**src/rtl/writeback_queue_if.sv**
```systemverilog
// writeback_queue_if: producer handshake, register-file write port and bypass lookup
// bundled for writeback_queue_m; master = pipeline side, slave = the queue.
`default_nettype none

interface writeback_queue_if #(
  parameter int DEPTH = 4
);
  logic                      in_valid;
  logic                      in_ready;
  logic                      in_reg_write;
  logic                      in_mem_to_reg;
  logic [4:0]                in_rd;
  logic signed [31:0]        in_alu_result;
  logic signed [31:0]        in_mem_data;
  logic                      wb_stall;
  logic                      RegWrite;
  logic [4:0]                writeRegister;
  logic signed [31:0]        writeData;
  logic [$clog2(DEPTH):0]    count;
  logic [4:0]                fwd_reg;
  logic                      fwd_hit;
  logic signed [31:0]        fwd_data;

  modport slave (
    input  in_valid, in_reg_write, in_mem_to_reg, in_rd, in_alu_result, in_mem_data,
    input  wb_stall, fwd_reg,
    output in_ready, RegWrite, writeRegister, writeData, count, fwd_hit, fwd_data
  );

  modport master (
    output in_valid, in_reg_write, in_mem_to_reg, in_rd, in_alu_result, in_mem_data,
    output wb_stall, fwd_reg,
    input  in_ready, RegWrite, writeRegister, writeData, count, fwd_hit, fwd_data
  );
endinterface

`default_nettype wire

```
**src/rtl/writeback_queue_m.sv**
```systemverilog
//------------------------------------------------------------------------------
// writeback_queue_m: DEPTH-entry FIFO between pipeline writeback and register file,
// one write per cycle, optional bypass lookup enabled by macro WB_FORWARD_EN.
// Revision: 1.0
//------------------------------------------------------------------------------
`default_nettype none

module writeback_queue_m #(
  parameter int DEPTH = 4
) (
  input  logic           clk,
  input  logic           rst_n,
  writeback_queue_if.slave bus
);
  localparam int AW = $clog2(DEPTH);
  localparam int CW = AW + 1;

  logic [4:0]         rd_mem_q   [DEPTH];
  logic signed [31:0] data_mem_q [DEPTH];
  logic [AW-1:0]      wr_ptr_q;
  logic [AW-1:0]      rd_ptr_q;
  logic [CW-1:0]      count_q;
  logic [CW-1:0]      count_d;
  logic               regwrite_q;
  logic [4:0]         wreg_q;
  logic signed [31:0] wdata_q;

  logic               in_hs;
  logic               do_enq;
  logic               do_deq;
  logic signed [31:0] in_data;

  assign bus.in_ready = (count_q != CW'(DEPTH));
  assign in_hs        = bus.in_valid && bus.in_ready;
  // Non-register-writing and XZR results complete the handshake but are dropped.
  assign do_enq       = in_hs && bus.in_reg_write && (bus.in_rd != 5'd31);
  assign do_deq       = (count_q != '0) && !bus.wb_stall;
  assign in_data      = bus.in_mem_to_reg ? bus.in_mem_data : bus.in_alu_result;

  always_comb begin
    count_d = count_q;
    if (do_enq && !do_deq) begin
      count_d = count_q + CW'(1);
    end else if (!do_enq && do_deq) begin
      count_d = count_q - CW'(1);
    end
  end

  always_ff @(posedge clk) begin
    if (do_enq) begin
      rd_mem_q[wr_ptr_q]   <= bus.in_rd;
      data_mem_q[wr_ptr_q] <= in_data;
    end
  end

  always_ff @(posedge clk or negedge rst_n) begin
    if (!rst_n) begin
      wr_ptr_q   <= '0;
      rd_ptr_q   <= '0;
      count_q    <= '0;
      regwrite_q <= 1'b0;
      wreg_q     <= '0;
      wdata_q    <= '0;
    end else begin
      count_q <= count_d;
      if (do_enq) begin
        wr_ptr_q <= wr_ptr_q + AW'(1);
      end
      if (do_deq) begin
        rd_ptr_q   <= rd_ptr_q + AW'(1);
        regwrite_q <= 1'b1;
        wreg_q     <= rd_mem_q[rd_ptr_q];
        wdata_q    <= data_mem_q[rd_ptr_q];
      end else begin
        regwrite_q <= 1'b0;
      end
    end
  end

  assign bus.RegWrite      = regwrite_q;
  assign bus.writeRegister = wreg_q;
  assign bus.writeData     = wdata_q;
  assign bus.count         = count_q;

`ifdef WB_FORWARD_EN
  logic [AW-1:0]      fwd_idx;
  logic               fwd_hit_d;
  logic signed [31:0] fwd_data_d;

  // Scan oldest to newest so the last match (queue tail) wins.
  always_comb begin
    fwd_hit_d  = 1'b0;
    fwd_data_d = '0;
    fwd_idx    = '0;
    if (bus.fwd_reg != 5'd31) begin
      if (regwrite_q && (wreg_q == bus.fwd_reg)) begin
        fwd_hit_d  = 1'b1;
        fwd_data_d = wdata_q;
      end
      for (int i = 0; i < DEPTH; i++) begin
        fwd_idx = rd_ptr_q + AW'(i);
        if ((CW'(i) < count_q) && (rd_mem_q[fwd_idx] == bus.fwd_reg)) begin
          fwd_hit_d  = 1'b1;
          fwd_data_d = data_mem_q[fwd_idx];
        end
      end
    end
  end

  assign bus.fwd_hit  = fwd_hit_d;
  assign bus.fwd_data = fwd_data_d;
`else
  logic w_unused_fwd;
  assign w_unused_fwd = ^bus.fwd_reg;
  assign bus.fwd_hit  = 1'b0;
  assign bus.fwd_data = '0;
`endif

endmodule

`default_nettype wire

```
**src/flat_wrapper.sv**
```systemverilog
// flat-port wrapper written by rule: the top's interface ports become plain ports
module writeback_queue_m_flat 
#(
  parameter int DEPTH = 4
)
  (clk, rst_n, bus_in_valid, bus_in_reg_write, bus_in_mem_to_reg, bus_in_rd, bus_in_alu_result, bus_in_mem_data, bus_wb_stall, bus_fwd_reg, bus_in_ready, bus_RegWrite, bus_writeRegister, bus_writeData, bus_count, bus_fwd_hit, bus_fwd_data);
  writeback_queue_if #(.DEPTH(DEPTH)) bus_i ();
  input  logic clk;
  input  logic rst_n;
  input wire logic [$bits(bus_i.in_valid)-1:0] bus_in_valid;
  input wire logic [$bits(bus_i.in_reg_write)-1:0] bus_in_reg_write;
  input wire logic [$bits(bus_i.in_mem_to_reg)-1:0] bus_in_mem_to_reg;
  input wire logic [$bits(bus_i.in_rd)-1:0] bus_in_rd;
  input wire logic [$bits(bus_i.in_alu_result)-1:0] bus_in_alu_result;
  input wire logic [$bits(bus_i.in_mem_data)-1:0] bus_in_mem_data;
  input wire logic [$bits(bus_i.wb_stall)-1:0] bus_wb_stall;
  input wire logic [$bits(bus_i.fwd_reg)-1:0] bus_fwd_reg;
  output wire logic [$bits(bus_i.in_ready)-1:0] bus_in_ready;
  output wire logic [$bits(bus_i.RegWrite)-1:0] bus_RegWrite;
  output wire logic [$bits(bus_i.writeRegister)-1:0] bus_writeRegister;
  output wire logic [$bits(bus_i.writeData)-1:0] bus_writeData;
  output wire logic [$bits(bus_i.count)-1:0] bus_count;
  output wire logic [$bits(bus_i.fwd_hit)-1:0] bus_fwd_hit;
  output wire logic [$bits(bus_i.fwd_data)-1:0] bus_fwd_data;
  assign bus_i.in_valid = bus_in_valid;
  assign bus_i.in_reg_write = bus_in_reg_write;
  assign bus_i.in_mem_to_reg = bus_in_mem_to_reg;
  assign bus_i.in_rd = bus_in_rd;
  assign bus_i.in_alu_result = bus_in_alu_result;
  assign bus_i.in_mem_data = bus_in_mem_data;
  assign bus_i.wb_stall = bus_wb_stall;
  assign bus_i.fwd_reg = bus_fwd_reg;
  assign bus_in_ready = bus_i.in_ready;
  assign bus_RegWrite = bus_i.RegWrite;
  assign bus_writeRegister = bus_i.writeRegister;
  assign bus_writeData = bus_i.writeData;
  assign bus_count = bus_i.count;
  assign bus_fwd_hit = bus_i.fwd_hit;
  assign bus_fwd_data = bus_i.fwd_data;
  writeback_queue_m #(.DEPTH(DEPTH)) u_core (.clk(clk), .rst_n(rst_n), .bus(bus_i));
endmodule
```
**config.mk**
```make
export PLATFORM = sky130hd
export DESIGN_NAME = writeback_queue_m_flat
export DESIGN_NICKNAME = d
export VERILOG_FILES = /design/src/rtl/writeback_queue_if.sv /design/src/rtl/writeback_queue_m.sv /design/src/flat_wrapper.sv
export SDC_FILE = /design/constraint.sdc
export NUM_CORES = 1
export LEC_CHECK = 0
export BUFFER_PORTS_ARGS = -buffer_cell sky130_fd_sc_hd__buf_2
export CORE_ASPECT_RATIO = 0.75
export CORE_MARGIN = 8
export CORE_UTILIZATION = 51
export CTS_BUF_LIST = sky130_fd_sc_hd__clkbuf_8
export DETAILED_ROUTE_END_ITERATION = 12
export PLACE_DENSITY = 0.84
export REMOVE_ABC_BUFFERS = 1
export SYNTH_ARGS = -nofsm -noshare
export SYNTH_HDL_FRONTEND = slang
export SYNTH_SLANG_ARGS = --single-unit
```
**constraint.sdc**
```tcl
create_clock -name clk -period 2.2 [get_ports clk]
set_input_delay 0.44 -clock clk [delete_from_list [all_inputs] [get_ports clk]]
set_output_delay 0.44 -clock clk [all_outputs]
set_load 0.01 [all_outputs]
```
# ---- After elaboration in Yosys (flattened, before gate mapping)
# Memories as Yosys holds them, arrays and structs flattened. A register that Yosys moved wholly into a read port is not among the register bits.
# Cells that the tools add are included.
dict set report op_classes {
  n_reduce_logical 13
  eq_ne 2
  n_mux 6
  addsub 4
}
# op count
set op_table {}
lappend op_table {{$mux 32} 1}
lappend op_table {{$logic_and 1x1->1} 6}
lappend op_table {{$mux 3} 2}
lappend op_table {{$logic_not 1->1} 5}
lappend op_table {{$ne 5x5->1 const B} 1}
lappend op_table {{$add 2x1->2 const B} 2}
lappend op_table {{$add 3x1->3 const B} 1}
lappend op_table {{$mux 1} 3}
lappend op_table {{$ne 3x3->1 const B} 1}
lappend op_table {{$reduce_bool 3->1} 1}
lappend op_table {{$sub 3x1->3 const B} 1}
lappend op_table {{$reduce_bool 2->1} 1}
dict set report word_totals {
  ramBits 148
  reg_bits 8
  n_memories 2
  word_cells 31
}
# name depth word_bits rd rd_ports_with_merged_regs wr line_no
set memory_table {}
lappend memory_table {u_core.data_mem_q 4 32 1 1 1 writeback_queue_m.sv:19} ;# logic signed [31:0] data_mem_q [DEPTH];
lappend memory_table {u_core.rd_mem_q 4 5 1 1 1 writeback_queue_m.sv:18} ;# logic [4:0] rd_mem_q [DEPTH];

# ---- Logic depth before layout (Yosys ltp)
dict set report logic_depth {
  word_depth 8
  mapped_depth 10
  ltp_nobuf 9
}

# ---- Least setup slack after synthesis
# OpenSTA, ideal clock, no wires.
dict set report synth_path {
  path_kind {input port to flip-flop}
  startpoint {input port bus_in_rd[4]}
  endpoint {memory u_core.data_mem_q[2][0] (enable)}
  t_arrival_ns 1.982
  setup_slack_ns -0.180
  setup_ns 0.398
  stages 3
  cell_sequence {and4_1 a211oi_2 and2_1}
}
dict set report synth_between {
  elab_chain_len 4
}
# item line_no
set synth_lines {}
lappend synth_lines {{from (decl)} flat_wrapper.sv:13} ;# input wire logic [$bits(bus_i.in_rd)-1:0] bus_in_rd;
lappend synth_lines {{$ne 5x5->1} writeback_queue_m.sv:36} ;# assign do_enq = in_hs && bus.in_reg_write && (bus.in_rd != 5'd31);
lappend synth_lines {{$logic_and 1x1->1} writeback_queue_m.sv:36}
lappend synth_lines {{via u_core.do_enq} writeback_queue_m.sv:29} ;# logic do_enq;
lappend synth_lines {{$mux 1} writeback_queue_m.sv:50} ;# if (do_enq) begin
lappend synth_lines {{$mux 1 (implied by the code)} writeback_queue_m.sv:52} ;# data_mem_q[wr_ptr_q] <= in_data;
lappend synth_lines {{to (decl)} writeback_queue_m.sv:19}
# The timed path passes the listed nets, and every way through them passes these cells.

# ---- Worst setup path after layout
dict set report layout_path {
  startpoint {register u_core.count_q[2] (netlist: u_core.bus.count[2])}
  endpoint {register u_core.count_q[2] (netlist: u_core.bus.count[2])}
}
dict set report layout_between {
  elab_chain_len 7
  elab_cells_between_ends 15
  cone_classes {add/sub (2); eq/ne (1); mux (2); reduce/logical (10)}
}
# item line_no
set layout_lines {}
lappend layout_lines {{from (decl)} writeback_queue_m.sv:22} ;# logic [CW-1:0] count_q;
lappend layout_lines {{from (signal assigned)} writeback_queue_m.sv:65} ;# count_q <= count_d;
lappend layout_lines {{$ne 3x3->1 *} writeback_queue_m.sv:33} ;# assign bus.in_ready = (count_q != CW'(DEPTH));
lappend layout_lines {{$logic_and 1x1->1 *} writeback_queue_m.sv:34} ;# assign in_hs = bus.in_valid && bus.in_ready;
lappend layout_lines {{$logic_and 1x1->1 * (2 in series)} writeback_queue_m.sv:36}
lappend layout_lines {{via u_core.do_enq} writeback_queue_m.sv:29}
lappend layout_lines {{$logic_not 1->1} writeback_queue_m.sv:44} ;# end else if (!do_enq && do_deq) begin
lappend layout_lines {{$logic_and 1x1->1} writeback_queue_m.sv:44}
lappend layout_lines {{$reduce_bool 2->1 (no source line)} --}
# The timed path passes the listed nets; every way through them passes the cells marked *. The select of a mux whose other input is x is not followed.
# A chain may end at the register's enable or synchronous reset.

==> results.yml <==
critical_path:
  reg2reg_from: "u_core.bus.count[2]"
  critical_path_class: "flip-flop to flip-flop"
  crit_top_cell: "xor2_1"
  worst_setup_path_end_kind: "flip-flop"
  path_cells: "nor3b_1 > a211oi_2 > ha_1 > inv_1 > fa_1 > xor2_1 > nor2_1 > xor2_1"
  rr_worst_depth: 8
  cp.arrival_ns: 2.38
  start_kind: "flip-flop"
  r2r_slack_ns: 0.20
  critPathMaxStageDelay_ns: 0.44
  worstPathMaxFanout: 4
  slowest_stage: "dfrtp_1"
  reg2reg_to: "u_core.bus.count[2]"
  cp_data_required_time_ns: 2.57
floorplanning:
  chipHeight_um: 123
  coreArea_um2: 15100
  io_pins: 155
  dieArea_um2: 19500
  die_w_um: 159
  initial_core_util_pct: 51.5
  rows: 39
sta:
  max_slew_margin_pct: 55.6
  worstMarginPinSlew_ns: 0.667
  clock_skew_ns: 0.00999
  period_share_pct: 91.1
  rsz0062_at_grt: "false"
  setup-violations-final: 0
  fin_setup_tns_ns: 0
  max_freq_mhz: 499
  drv_slew: 0
  layout_min_cycle_time_ns: 2.00
  hold_violations: 0
yosys:
  ys_types: 22
  yosysSeqAreaShare_pct: 71.7
  synthCells: 380
  syn_avg_cell_area_um2: 20.5
  synth_area_um2: 7770
  ys_seq_elements: 193
  ys_warn_count: 0
grt:
  antenna_found_initial: 0
  grt_pass1_vias: 4160
  grt_use_total_pct: 15.4
  overflow: 0
  grt_max_degree: 40
  grt_pass1_wl_mm: 22.2
placed_design:
  place_congestion: 0.730
  placed_area_um2: 8660
  dpl.hpwl_mm: 9.71
  numPortBuffers: 116
min_path:
  min_path_type: "input pin to asynchronous set/reset pin"
finish:
  drive_above_1_share_pct: 53.2
  num-fill-cells: 1082
  postLayoutCoreUtil_pct: 60.1
  areaGrowthSynthToFinish_pct: 16.6
  final_nets: 601
  antennaDiodeCount: 0
  design_area_um2: 9060
cts:
  cts_made_buffers: 17
  htreeDepth: 4
  cts_sinks: 193
  clk_path_buf_depth: 2
  root_buffer: "clkbuf_8"
  cts_tree: "done"
  clk_pin_slew_ns: 0.10
  hold_buffers: 0
  post_cts_buffers: 0
  cts_resized: 0
  clock_latency_ns: 0.44
power_and_ir_drop:
  internal_power_mw: 7.35
  power_mw: 10.4
  pwr-share-seq_pct: 49.0
  power_leakage_nw: 3.38
  p_clk_share_pct: 21.6
  p_comb_share_pct: 29.4
  ir_drop_mv: 0.533
  switchingPower_mw: 3.00
  cellPowerDensity_nw_per_um2: 1140
  swShare_pct: 29.0
route:
  vias: 3785
  wl_per_cell_um: 19.1
  drt_iter0_markers: 242
  ant_nets: 0
  dr.pass1.iters: 4
  viasPerCell: 5.16
  drc: 0
  totalWireLength_mm: 14.0
run:
  maxCapViolations: 0
run_status:
  status: "finished clean"
==> power by group through the flow <==
stage | clock network (mW) | registers (mW) | logic [mW]
after floorplan | 0 | 5.45 | 1.60
after global placement | 0 | 5.11 | 3.04
after detailed placement | 0 | 5.16 | 3.12
after CTS | 2.28 | 5.08 | 3.13
after global routing | 2.45 | 5.15 | 3.33
final | 2.24 | 5.07 | 3.05
==> placed cells by master (no fill, tap or decap), drive strengths merged <==
cell type  synthesis  layout
edfxtp           148     148
and4               1       1
xor2               4       4
clkinvlp           0       2
fa                 1       1
clkinv             0       5
mux2              71      71
xnor2              2       2
buf               46     133
nor2               2       2
a211oi             1       1
conb               1      33
and2               4       4
dfrtp             45      45
bufinv             0       2
nand2              1       1
clkbuf             3      17
ha                 5       5
nor3b              2       2
inv                5      11
mux4              37      37
nor3               1       1
==> final cells by class <==
class                      instances  area, um^2  area share [%]
timing repair buffer             133         833            9.20
tap                              205         256            2.83
inverter                           5        18.8           0.207
clock buffer                      17         234            2.58
clock inverter                    15         158            1.74
sequential                       193        5570            61.5
multi-input combinational        165        1990            21.9
==> synth_stat cells <==
cell type,n,area [um^2]
and2_1,4,25.0
xnor2_1,2,17.5
mux2_2,71,800
buf_4,33,248
xor2_1,4,35.0
nor3_1,1,5.00
a211oi_2,1,12.5
edfxtp_1,148,4440
dfrtp_1,45,1130
buf_1,2,7.51
nor2_1,2,7.51
and4_1,1,8.76
nand2_1,1,3.75
buf_2,9,45.0
conb_1,1,3.75
ha_1,5,62.6
buf_6,2,22.5
mux4_2,37,833
nor3b_1,2,15.0
fa_1,1,20.0
clkbuf_1,3,11.3
inv_1,5,18.8
==> sequential cells by signal (all words and copies together), names as in the netlist <==
| name | count |
|---|---|
| u_core.bus.writeRegister | 5 |
| u_core.bus.count | 3 |
| u_core.bus.writeData | 32 |
| u_core.bus.RegWrite | 1 |
| u_core.rd_mem_q | 20 |
| u_core.rd_ptr_q | 2 |
| u_core.data_mem_q | 128 |
| u_core.wr_ptr_q | 2 |
==> cells by family (layout without fill, tap and decap cells) <==
logic type                 after synthesis  count (layout)  synth area share, %
and+or+nand+nor                         11              11                0.837
buffers and inverters                   54             170                 4.54
muxes                                  108             108                 21.0
xor gates and xnor gates                 6               6                0.676
adders and majority gates                6               6                 1.06
other                                    1              33               0.0482
DFF                                    193             193                 71.7
AOI/OAI and AO/OA                        1               1                0.161
==> critical path: cells and delay by family (launching register included) <==
| family | cells | cell delay (ns) |
|---|---|---|
| xor+xnor | 2 | 0.32 |
| compound gates | 1 | 0.25 |
| flops | 1 | 0.44 |
| buf+inv | 1 | 0.06 |
| fa+ha+maj | 2 | 0.58 |
| simple gates | 2 | 0.30 |
==> metal layers <==
metal	up-vias	GRT usage (%)	wire, um
li1	1688	-	-
met1	1950	20.0	5960
met2	140	24.8	6980
met3	7	4.75	1010
met4	0	4.29	89
met5	-	0	0
==> through the flow <==
stage	cells	hold WS, ns	setup WS (ns)
after floorplan	363	0.144	-1.28
after global routing	733	0.0302	0.0364
after detailed placement	701	0.490	-0.00715
after global placement	701	0.487	0.0368
final	733	0.0247	0.196
after CTS	733	0.0202	0.0870
==> how the worst max path moves through the flow <==
stage                          end  cells after the start  slack (ns)                 from
6_report       u_core.bus.count[2]                      8        0.20  u_core.bus.count[2]
3_3_place_gp   u_core.bus.count[2]                      9        0.04         bus_in_rd[4]
4_1_cts        u_core.bus.count[2]                      9        0.09  u_core.bus.count[0]
5_1_grt        u_core.bus.count[2]                      8        0.04  u_core.bus.count[2]
3_5_place_dp   u_core.bus.count[2]                      9      -0.007         bus_in_rd[4]
2_1_floorplan  u_core.bus.count[1]                      7       -1.28  u_core.bus.count[0]
Note: power is estimated with default switching activity, not from simulation.
